### src/rtl/apb_mem_pkg.sv
// Shared types and width helpers for the APB memory slave.
package apb_mem_pkg;

  typedef enum logic [1:0] {
    IDLE = 2'd0,
    WAIT = 2'd1,
    RESP = 2'd2
  } state_t;

  function automatic int strb_w(input int data_w);
    return data_w / 8;
  endfunction

  // Number of byte-offset bits below the word index.
  function automatic int off_w(input int data_w);
    return $clog2(data_w / 8);
  endfunction

endpackage

### src/rtl/apb_mem_slave_if.sv
// APB4 bus bundle for the memory slave, plus the write-protect sideband.
interface apb_mem_slave_if
  import apb_mem_pkg::*;
#(
  parameter int ADDR_W = 12,
  parameter int DATA_W = 32
);
  logic                        psel;
  logic                        penable;
  logic                        pwrite;
  logic [ADDR_W-1:0]           paddr;
  logic [DATA_W-1:0]           pwdata;
  logic [strb_w(DATA_W)-1:0]   pstrb;
  logic                        wp;
  logic [DATA_W-1:0]           prdata;
  logic                        pready;
  logic                        pslverr;

  modport master (
    output psel, penable, pwrite, paddr, pwdata, pstrb, wp,
    input  prdata, pready, pslverr
  );

  modport slave (
    input  psel, penable, pwrite, paddr, pwdata, pstrb, wp,
    output prdata, pready, pslverr
  );
endinterface

### src/rtl/apb_mem_array.sv
// Word storage with per-byte-lane writes, registered read port and
// asynchronous clear of the whole array.
module apb_mem_array
  import apb_mem_pkg::*;
#(
  parameter int DATA_W = 32,
  parameter int DEPTH  = 32,
  parameter int IDX_W  = 5
) (
  input  logic                      pclk,
  input  logic                      prst,
  input  logic [IDX_W-1:0]          wr_idx,
  input  logic [strb_w(DATA_W)-1:0] wr_strb,
  input  logic [DATA_W-1:0]         wr_data,
  input  logic                      rd_en,
  input  logic [IDX_W-1:0]          rd_idx,
  output logic [DATA_W-1:0]         rd_data
);
  localparam int STRB_W = strb_w(DATA_W);

  logic [DATA_W-1:0] mem_r [DEPTH];
  logic [DATA_W-1:0] rd_data_r;

  // Storage: cleared on reset, lane-masked writes otherwise.
  always_ff @(posedge pclk or posedge prst) begin
    if (prst) begin
      for (int w = 0; w < DEPTH; w++) begin
        mem_r[w] <= '0;
      end
    end else begin
      for (int b = 0; b < STRB_W; b++) begin
        if (wr_strb[b]) begin
          mem_r[wr_idx][b*8 +: 8] <= wr_data[b*8 +: 8];
        end
      end
    end
  end

  // Read register: loads only when asked, otherwise returns to zero.
  always_ff @(posedge pclk or posedge prst) begin
    if (prst) begin
      rd_data_r <= '0;
    end else if (rd_en) begin
      rd_data_r <= mem_r[rd_idx];
    end else begin
      rd_data_r <= '0;
    end
  end

  assign rd_data = rd_data_r;

endmodule

### src/rtl/apb_mem_slave.sv
// APB4 memory slave: transfer FSM, wait-state counter, address decode and
// error reporting around an apb_mem_array.
module apb_mem_slave
  import apb_mem_pkg::*;
#(
  parameter int DATA_W      = 32,
  parameter int ADDR_W      = 12,
  parameter int DEPTH       = 32,
  parameter int WAIT_STATES = 0
) (
  input  logic            pclk,
  input  logic            prst,
  apb_mem_slave_if.slave  bus
);
  localparam int STRB_W = strb_w(DATA_W);
  localparam int OFF_W  = off_w(DATA_W);
  localparam int IDX_W  = (DEPTH > 1) ? $clog2(DEPTH) : 1;
  localparam logic [ADDR_W-1:0] OFF_MASK = ADDR_W'(STRB_W - 1);
  localparam logic [ADDR_W-1:0] DEPTH_A  = ADDR_W'(DEPTH);
  localparam logic [3:0]        WS       = 4'(WAIT_STATES);

  state_t            state_r;
  logic [3:0]        cnt_r;
  logic [IDX_W-1:0]  idx_r;
  logic              write_r;
  logic              err_r;
  logic              pready_r;
  logic              pslverr_r;

  logic [ADDR_W-1:0] word_s;
  logic              setup_s;
  logic              err_s;
  logic              rd_en_s;
  logic [IDX_W-1:0]  rd_idx_s;
  logic              wr_en_s;
  logic [STRB_W-1:0] wr_strb_s;
  logic [DATA_W-1:0] rd_data_s;

  assign word_s    = bus.paddr >> OFF_W;
  assign setup_s   = bus.psel & ~bus.penable;
  assign err_s     = (|(bus.paddr & OFF_MASK)) | (word_s >= DEPTH_A) | (bus.pwrite & bus.wp);
  assign wr_en_s   = (state_r == RESP) & bus.psel & bus.penable & bus.pwrite & write_r & ~err_r;
  assign wr_strb_s = wr_en_s ? bus.pstrb : '0;

  // Array read is requested on the edge that enters RESP for a clean read.
  always_comb begin
    rd_en_s  = 1'b0;
    rd_idx_s = idx_r;
    case (state_r)
      IDLE: begin
        if (setup_s && (WS == 4'd0)) begin
          rd_en_s  = ~bus.pwrite & ~err_s;
          rd_idx_s = word_s[IDX_W-1:0];
        end else begin
          rd_en_s  = 1'b0;
        end
      end
      WAIT: begin
        if (bus.psel && (cnt_r <= 4'd1)) begin
          rd_en_s = ~write_r & ~err_r;
        end else begin
          rd_en_s = 1'b0;
        end
      end
      default: rd_en_s = 1'b0;
    endcase
  end

  // Transfer FSM with registered pready/pslverr.
  always_ff @(posedge pclk or posedge prst) begin
    if (prst) begin
      state_r   <= IDLE;
      cnt_r     <= 4'd0;
      idx_r     <= '0;
      write_r   <= 1'b0;
      err_r     <= 1'b0;
      pready_r  <= 1'b0;
      pslverr_r <= 1'b0;
    end else begin
      case (state_r)
        IDLE: begin
          if (setup_s) begin
            idx_r   <= word_s[IDX_W-1:0];
            write_r <= bus.pwrite;
            err_r   <= err_s;
            if (WS == 4'd0) begin
              state_r   <= RESP;
              cnt_r     <= 4'd0;
              pready_r  <= 1'b1;
              pslverr_r <= err_s;
            end else begin
              state_r   <= WAIT;
              cnt_r     <= WS;
              pready_r  <= 1'b0;
              pslverr_r <= 1'b0;
            end
          end else begin
            state_r   <= IDLE;
            pready_r  <= 1'b0;
            pslverr_r <= 1'b0;
          end
        end
        WAIT: begin
          if (!bus.psel) begin
            state_r   <= IDLE;
            cnt_r     <= 4'd0;
            pready_r  <= 1'b0;
            pslverr_r <= 1'b0;
          end else if (cnt_r <= 4'd1) begin
            state_r   <= RESP;
            cnt_r     <= 4'd0;
            pready_r  <= 1'b1;
            pslverr_r <= err_r;
          end else begin
            cnt_r     <= cnt_r - 4'd1;
            pready_r  <= 1'b0;
            pslverr_r <= 1'b0;
          end
        end
        RESP: begin
          state_r   <= IDLE;
          pready_r  <= 1'b0;
          pslverr_r <= 1'b0;
        end
        default: begin
          state_r   <= IDLE;
          cnt_r     <= 4'd0;
          pready_r  <= 1'b0;
          pslverr_r <= 1'b0;
        end
      endcase
    end
  end

  apb_mem_array #(
    .DATA_W (DATA_W),
    .DEPTH  (DEPTH),
    .IDX_W  (IDX_W)
  ) u_array (
    .pclk    (pclk),
    .prst    (prst),
    .wr_idx  (idx_r),
    .wr_strb (wr_strb_s),
    .wr_data (bus.pwdata),
    .rd_en   (rd_en_s),
    .rd_idx  (rd_idx_s),
    .rd_data (rd_data_s)
  );

  assign bus.prdata  = rd_data_s;
  assign bus.pready  = pready_r;
  assign bus.pslverr = pslverr_r;

endmodule

### src/flat_wrapper.sv
// flat-port wrapper written by rule: the top's interface ports become plain ports
module apb_mem_slave_flat import apb_mem_pkg::*;
#(
  parameter int DATA_W      = 32,
  parameter int ADDR_W      = 12,
  parameter int DEPTH       = 32,
  parameter int WAIT_STATES = 0
)
  (pclk, prst, bus_psel, bus_penable, bus_pwrite, bus_paddr, bus_pwdata, bus_pstrb, bus_wp, bus_prdata, bus_pready, bus_pslverr);
  apb_mem_slave_if #(.ADDR_W(ADDR_W), .DATA_W(DATA_W)) bus_i ();
  input  logic pclk;
  input  logic prst;
  input wire logic [$bits(bus_i.psel)-1:0] bus_psel;
  input wire logic [$bits(bus_i.penable)-1:0] bus_penable;
  input wire logic [$bits(bus_i.pwrite)-1:0] bus_pwrite;
  input wire logic [$bits(bus_i.paddr)-1:0] bus_paddr;
  input wire logic [$bits(bus_i.pwdata)-1:0] bus_pwdata;
  input wire logic [$bits(bus_i.pstrb)-1:0] bus_pstrb;
  input wire logic [$bits(bus_i.wp)-1:0] bus_wp;
  output wire logic [$bits(bus_i.prdata)-1:0] bus_prdata;
  output wire logic [$bits(bus_i.pready)-1:0] bus_pready;
  output wire logic [$bits(bus_i.pslverr)-1:0] bus_pslverr;
  assign bus_i.psel = bus_psel;
  assign bus_i.penable = bus_penable;
  assign bus_i.pwrite = bus_pwrite;
  assign bus_i.paddr = bus_paddr;
  assign bus_i.pwdata = bus_pwdata;
  assign bus_i.pstrb = bus_pstrb;
  assign bus_i.wp = bus_wp;
  assign bus_prdata = bus_i.prdata;
  assign bus_pready = bus_i.pready;
  assign bus_pslverr = bus_i.pslverr;
  apb_mem_slave #(.DATA_W(DATA_W), .ADDR_W(ADDR_W), .DEPTH(DEPTH), .WAIT_STATES(WAIT_STATES)) u_core (.pclk(pclk), .prst(prst), .bus(bus_i));
endmodule
### config.mk
export PLATFORM = sky130hd
export DESIGN_NAME = apb_mem_slave_flat
export DESIGN_NICKNAME = d
export VERILOG_FILES = /design/src/rtl/apb_mem_pkg.sv /design/src/rtl/apb_mem_slave_if.sv /design/src/rtl/apb_mem_array.sv /design/src/rtl/apb_mem_slave.sv /design/src/flat_wrapper.sv
export SDC_FILE = /design/constraint.sdc
export NUM_CORES = 2
export LEC_CHECK = 0
export ABC_AREA = 1
export ABC_CLOCK_PERIOD_IN_PS = 45800
export CORE_MARGIN = 2
export CORE_UTILIZATION = 30
export CTS_CLUSTER_DIAMETER = 60
export DETAILED_ROUTE_END_ITERATION = 16
export GPL_TIMING_DRIVEN = 0
export PLACE_DENSITY = 0.44
export SLEW_MARGIN = 25
export SYNTH_ARGS = -nofsm -noshare
export SYNTH_HDL_FRONTEND = slang
export SYNTH_SLANG_ARGS = --single-unit
### constraint.sdc
create_clock -name pclk -period 45.8 [get_ports pclk]
set_input_delay 13.74 -clock pclk [delete_from_list [all_inputs] [get_ports pclk]]
set_output_delay 13.74 -clock pclk [all_outputs]
set_load 0.01 [all_outputs]
; ---- Word level (Yosys, flattened, before mapping)
; Index checks and enable logic that the tools add are counted.
[op_classes]
n_addsub = 1
magnitude_cmp = 5
div = 0
bitwise = 19
n_mul = 0
reduce_logical = 6
eq_ne = 4
n_mux = 42
n_shift = 0
[ops]
columns = operator, n
row1 = 1024-bit bitwise mux, 4
row2 = 1024-bit 2-to-1 mux, 4
row3 = 32-bit demux with 5-bit select, 4
row4 = 32-bit binary-select mux with 5-bit select, 1
row5 = 32-bit 2-to-1 mux, 4
row6 = 24-bit 2-to-1 mux, 1
row7 = 16-bit 2-to-1 mux, 1
row8 = 4-bit 2-to-1 mux, 4
row9 = 6-bit greater-or-equal comparator (second input constant), 2
row10 = 5-bit inverter with 6-bit output, 2
row11 = 4-bit case mux with 3 select lines, 1
row12 = 10-bit by 6-bit greater-or-equal comparator with 1-bit output (second input constant), 1
row13 = 5-bit 2-to-1 mux, 2
row14 = 1-bit bitwise AND, 9
row15 = 1-bit 2-to-1 mux, 8
row16 = 8-bit 2-to-1 mux, 1
row17 = 6-bit by 1-bit less-than comparator with 1-bit output (second input constant), 1
row18 = 2-bit 2-to-1 mux, 3
row19 = 1-bit inverter, 6
row20 = 1-bit case mux with 2 select lines, 3
row21 = 4-bit by 1-bit <= comparator with 1-bit output (second input constant), 1
row22 = 2-bit case mux with 2 select lines, 1
row23 = 2-bit AND reduction, 2
row24 = 4-bit by 1-bit subtractor with 4-bit output (second input constant), 1
row25 = 8 further kinds, 10
[totals]
mem_bits_rw = 0
mem_count = 0
rom_bits = 0
wordCells = 117
latchBits = 0
output_inout_bits = 34
regBits = 1071
in_bits = 54

; ---- Longest topological paths before layout
[logic_depth]
word_depth = 14
depth_mapped = 15
depth_no_buf = 13

; ---- Modules after synthesis
; A second synthesis with hierarchy kept.
[unflattened]
cells_unflattened = 6070
area_unflattened_um2 = 48477.7
[modules_own_cells]
columns = module, cells_per_inst, seq_area_each_um2, area_per_inst_um2, instances
row1 = apb_mem_array, 6008, 26425.3, 48028.6, 1
row2 = apb_mem_slave, 62, 225.2, 449.2, 1

; ---- Least setup slack after synthesis
; No wires, ideal clock.
[synth_path]
kind = input to register
startpoint = in bus_penable
endpoint = reg u_core.u_array.rd_data_r[0] (netlist: u_core.u_array.rd_data[0])
t_arrival_ns = 15.019
setup_ns = 0.132
path_stages = 14
path_slack_ns = 30.649
required_ns = 45.668
n_path_buf = 2
path_cell_list = inv_2 nand2_1 nor2_2 nand2_1 nand2_1 buf_2 clkbuf_1 nand3_1 nand3_1 nand3_1 nand2_1 nand2_1 nand2_1 nor2_1
[synth_via]
elab_chain_cells = 9
word_cells_on_any_way = 11
cone_classes = mux (8) / bitwise (3)
[synth_rtl]
columns = element, line_no
row1 = start: declaration, flat_wrapper.sv:14  ; input wire logic [$bits(bus_i.penable)-1:0] bus_penable;
row2 = 1-bit inverter (*), apb_mem_slave.sv:40  ; assign setup_s = bus.psel & ~bus.penable;
row3 = 1-bit bitwise AND (*), apb_mem_slave.sv:40
row4 = 5-bit 2-to-1 mux (2 in series), -
row5 = 5-bit inverter with 6-bit output (not written as such), apb_mem_array.sv:44  ; rd_data_r <= mem_r[rd_idx];
row6 = 32-bit binary-select mux with 5-bit select, apb_mem_array.sv:44
row7 = 32-bit 2-to-1 mux (not written as such) (2 in series), apb_mem_array.sv:44
row8 = 32-bit 2-to-1 mux (*), apb_mem_array.sv:43  ; end else if (rd_en) begin
row9 = end signal: assignment, apb_mem_array.sv:44
row10 = end: declaration, apb_mem_array.sv:22  ; logic [DATA_W-1:0] rd_data_r;
; Mark *: on every way between the ends. The rest lies on a longest branch, timed or not. The select of a mux whose other input is x is not followed.
; A chain may end at the register's enable or synchronous reset.

; ---- Worst setup path after layout
[layout_path]
startpoint = in bus_psel
endpoint = reg u_core.u_array.rd_data_r[2] (netlist: u_core.u_array.rd_data[2])
[layout_via]
elab_chain_cells = 8
word_cells_on_any_way = 12
cone_classes = mux (9) / bitwise (2) / reduce/logical (1)
[layout_rtl]
columns = element, line_no
row1 = start: declaration, flat_wrapper.sv:13  ; input wire logic [$bits(bus_i.psel)-1:0] bus_psel;
row2 = 1-bit bitwise AND, apb_mem_slave.sv:40
row3 = 5-bit 2-to-1 mux (2 in series), -
row4 = 5-bit inverter with 6-bit output (not written as such), apb_mem_array.sv:44
row5 = 32-bit binary-select mux with 5-bit select, apb_mem_array.sv:44
row6 = 32-bit 2-to-1 mux (not written as such) (2 in series), apb_mem_array.sv:44
row7 = 32-bit 2-to-1 mux (*), apb_mem_array.sv:43
; Marks and branches as above.

==> out/qor.txt <==
Critical-path top delay cell - clkbuf_1
Peak VDD IR - 0.0454 mV
Clock Root Buffer - clkbuf_16
Avg Inst Size Synth - 8.03 um2
Setup TNS - 0 ns
Total GRT Usage - 0.333
Antenna Nets Post-Route - 0
H-tree levels - 4
Setup ws final - 28.14 ns
Delay of the slowest critical-path stage - 0.89 ns
I/O pin count - 88
Largest net degree at the start of global routing - 93
Placer Congestion - 1.08
Initial antenna violation count - 21
Drt pass-1 iters - 7
Chip height - 405 um
Cells after synthesis - 5,997
FMAX - 56.6 MHz
Filler cells - 17,000
Post-CTS sizing - 0
CP most frequent cell - nand2_1
Hold Path Sink - u_core.u_array.mem_r[822]
Layout Cells excl Fill - 8,439
Post-Route WL - 277 mm
Final setup vio count - 0
CTS Sinks - 1,065
Remaining Overflow, GRT - 0
Static Leak - 24.7 nW
Hold Crit Class - reg2reg
Vias per std cell - 5.72
RSZ-0062 raised after global routing - no
Worst R2R Setup Slack - 41.16 ns
First-pass GRT wire length - 374 mm
Clock Skew - 0.0315 ns
Core Box Area - 160,000 um2
Multi-input gate area - 19,200 um2
Worst-path clk slew - 0.05 ns
YS warnings - 0
RR Endpoint - u_core.u_array.rd_data[2]
Count leader, synth - nand2_1
Crit path max fanout - 10
Vias in the first global route - 44,900
Clk_lat worst skew - 0.80 ns
CTS buffer count - 138
Setup CP Type - in2reg
CP required - 46.41 ns
Iter 0 DRT Violations - 7,045
Status - finished clean
Max Buffers Root-to-Sink - 3
Total placed cells including tap cells - 8,187
Critical Path Stages - 13
Total die area - 164,000 um2
DRC Markers - 0
Slew Limit Fails - 0
Pre-CTS setup slack - 27.62 ns
Most frequent cells after synthesis - nand2_1, nand3_1, dfrtp_1
Layout net count - 6,296
Worst reg2reg startpoint - u_core.bus.pready
Top cell type's share of synthesized area - 0.553
Critical Path End Type - flop
Worst Path Buf+Inv - 3
Site Rows - 147
Initial core utilization - 0.301
Sequential Area - 26,700 um2
Via Count - 48,300
Hold-fix buffers at CTS - 0
Number of buffers added on ports - 87
Post-synthesis sequential area ratio - 0.553
Setup bufs post-CTS - 0
Cell Area, Synth - 48,200 um2
Post-synth EDFFs - 0
Post-synth ARST share - 1.00
Critical Path Start Type - input pin
Synth Register Bits - 1,065
Hold path cells - 2
Final min period - 17.66 ns
Worst path cell trace - clkdlybuf4s50_1 > nand4_1 > nand2_1 > buf_2 > clkbuf_1 > nand2_1 > nand3_1 > nand3_1 > nand3_1 > nand2_1 > nand2_1 > nand2_1 > nor2_1
Net Count, Synth - 6,051
Unique masters post-synth - 19
Largest area contributor in the netlist - dfrtp_1
Fraction of layout cells with a size suffix above 1 - 0.0687
TritonCTS clock tree - done
Worst hold start - u_core.u_array.mem_r[822]
Post-synth top flop - dfrtp_1
Max_cap viols - 0
Dpl hpwl - 203 mm
Die X - 405 um
Final hold vios - 0
Period utilization - 0.386
Synth area leaders - dfrtp_1, nand2_1, nand3_1, o21ai_0, clkbuf_1
WHS - 0.481 ns
CP delay by family, top - simple AND/OR/NAND/NOR gates
Worst slew margin - 0.183
WP data arrival - 18.27 ns
FF-to-FF path depth - 13
Pwr/cell area - 45.2 nW/um2
Layout area overhead - 18.0%
WL per Instance - 32.8 um
Slew @ Worst Pin - 1.23 ns
[layer usage]
metal  GRT usage  wire, um  vias to the layer above
met5           0       138                        -
met4       0.171     16000                       16
met3      0.0848     28700                      600
met2       0.485    116000                     2865
met1       0.456    116000                    24300
li1            -         -                    20500
[how the worst max path moves through the flow]
stage,start,end,slack [ns]
floorplan,prst,u_core.bus.pready,2.08
global placement,prst,u_core.u_array.mem_r[885],-14.16
detailed placement,bus_psel,u_core.u_array.rd_data[2],27.62
CTS,bus_psel,u_core.u_array.rd_data[2],28.44
global route,bus_psel,u_core.u_array.rd_data[2],28.21
finish,bus_psel,u_core.u_array.rd_data[2],28.14
[stage by stage]
| step | cell area [um2] | total power (W) | utilization |
|---|---|---|---|
| after floorplan | 48200 | 0.00116 | - |
| final | 56800 | 0.00257 | 0.355 |
| after global placement | 51600 | 0.00142 | 0.323 |
| after CTS | 56800 | 0.00254 | 0.355 |
| after global routing | 56800 | 0.00260 | 0.355 |
| after detailed placement | 52100 | 0.00142 | 0.326 |
[cell type report]
cell class | count | area share
sequential | 1065 | 0.469
multi-input combinational | 4375 | 0.339
clock buffer | 195 | 0.0719
tap | 2086 | 0.0459
buffer | 489 | 0.0366
timing repair buffer | 105 | 0.0231
clock inverter | 50 | 0.00986
inverter | 68 | 0.00462
antenna | 6 | 0.000264
[worst min-delay path, delay by kind of cell, from the launching register on]
family	cells	cell delay, ns
and+or+nand+nor	1	0.05
AOI/OAI and AO/OA	1	0.05
DFF	1	0.34
[cell usage in the layout, fill, tap and decap left out, types with 2 or more instances in the layout]
cell type           n
bufinv_16           9
inv_6              10
clkbuf_8           27
nand2_1          2056
clkinv_4            4
buf_4               3
buf_1              18
clkinvlp_4          4
inv_1              64
nor2_1             73
buf_16             14
clkinv_8            2
clkbuf_16         145
o21ai_0          1026
dfrtp_1          1065
buf_2             140
clkinv_2           21
a21oi_1             4
nand3_1          1209
clkbuf_2           45
diode_2             6
clkdlybuf4s50_1    87
buf_6               3
inv_2               3
clkbuf_1          306
[power breakdown]
| part | switching, W | total, W | leakage [nW] | internal, W |
|---|---|---|---|---|
| clock network | 0.000459 | 0.00113 | 2.29 | 0.000673 |
| logic | 0.000393 | 0.000478 | 7.54 | 0.0000853 |
| registers | 0.00000587 | 0.000956 | 14.9 | 0.000950 |
[kinds of logic (layout without fill, tap and decap cells)]
| kind of cell | count (synthesis) | count (layout) | synth area share |
|---|---|---|---|
| simple gates | 3343 | 3343 | 0.292 |
| flops | 1065 | 1065 | 0.553 |
| compound gates | 1032 | 1032 | 0.107 |
| buf+inv | 557 | 907 | 0.0469 |
| other cells | 0 | 6 | 0 |
[registers in the layout, indices dropped and copies added, names as in the netlist]
name                    count
u_core.err_r                1
u_core.u_array.rd_data     32
u_core.bus.pready           1
u_core.u_array.mem_r     1024
u_core.bus.pslverr          1
u_core.idx_r                5
u_core.write_r              1
Note: power is estimated with default switching activity, not from simulation.
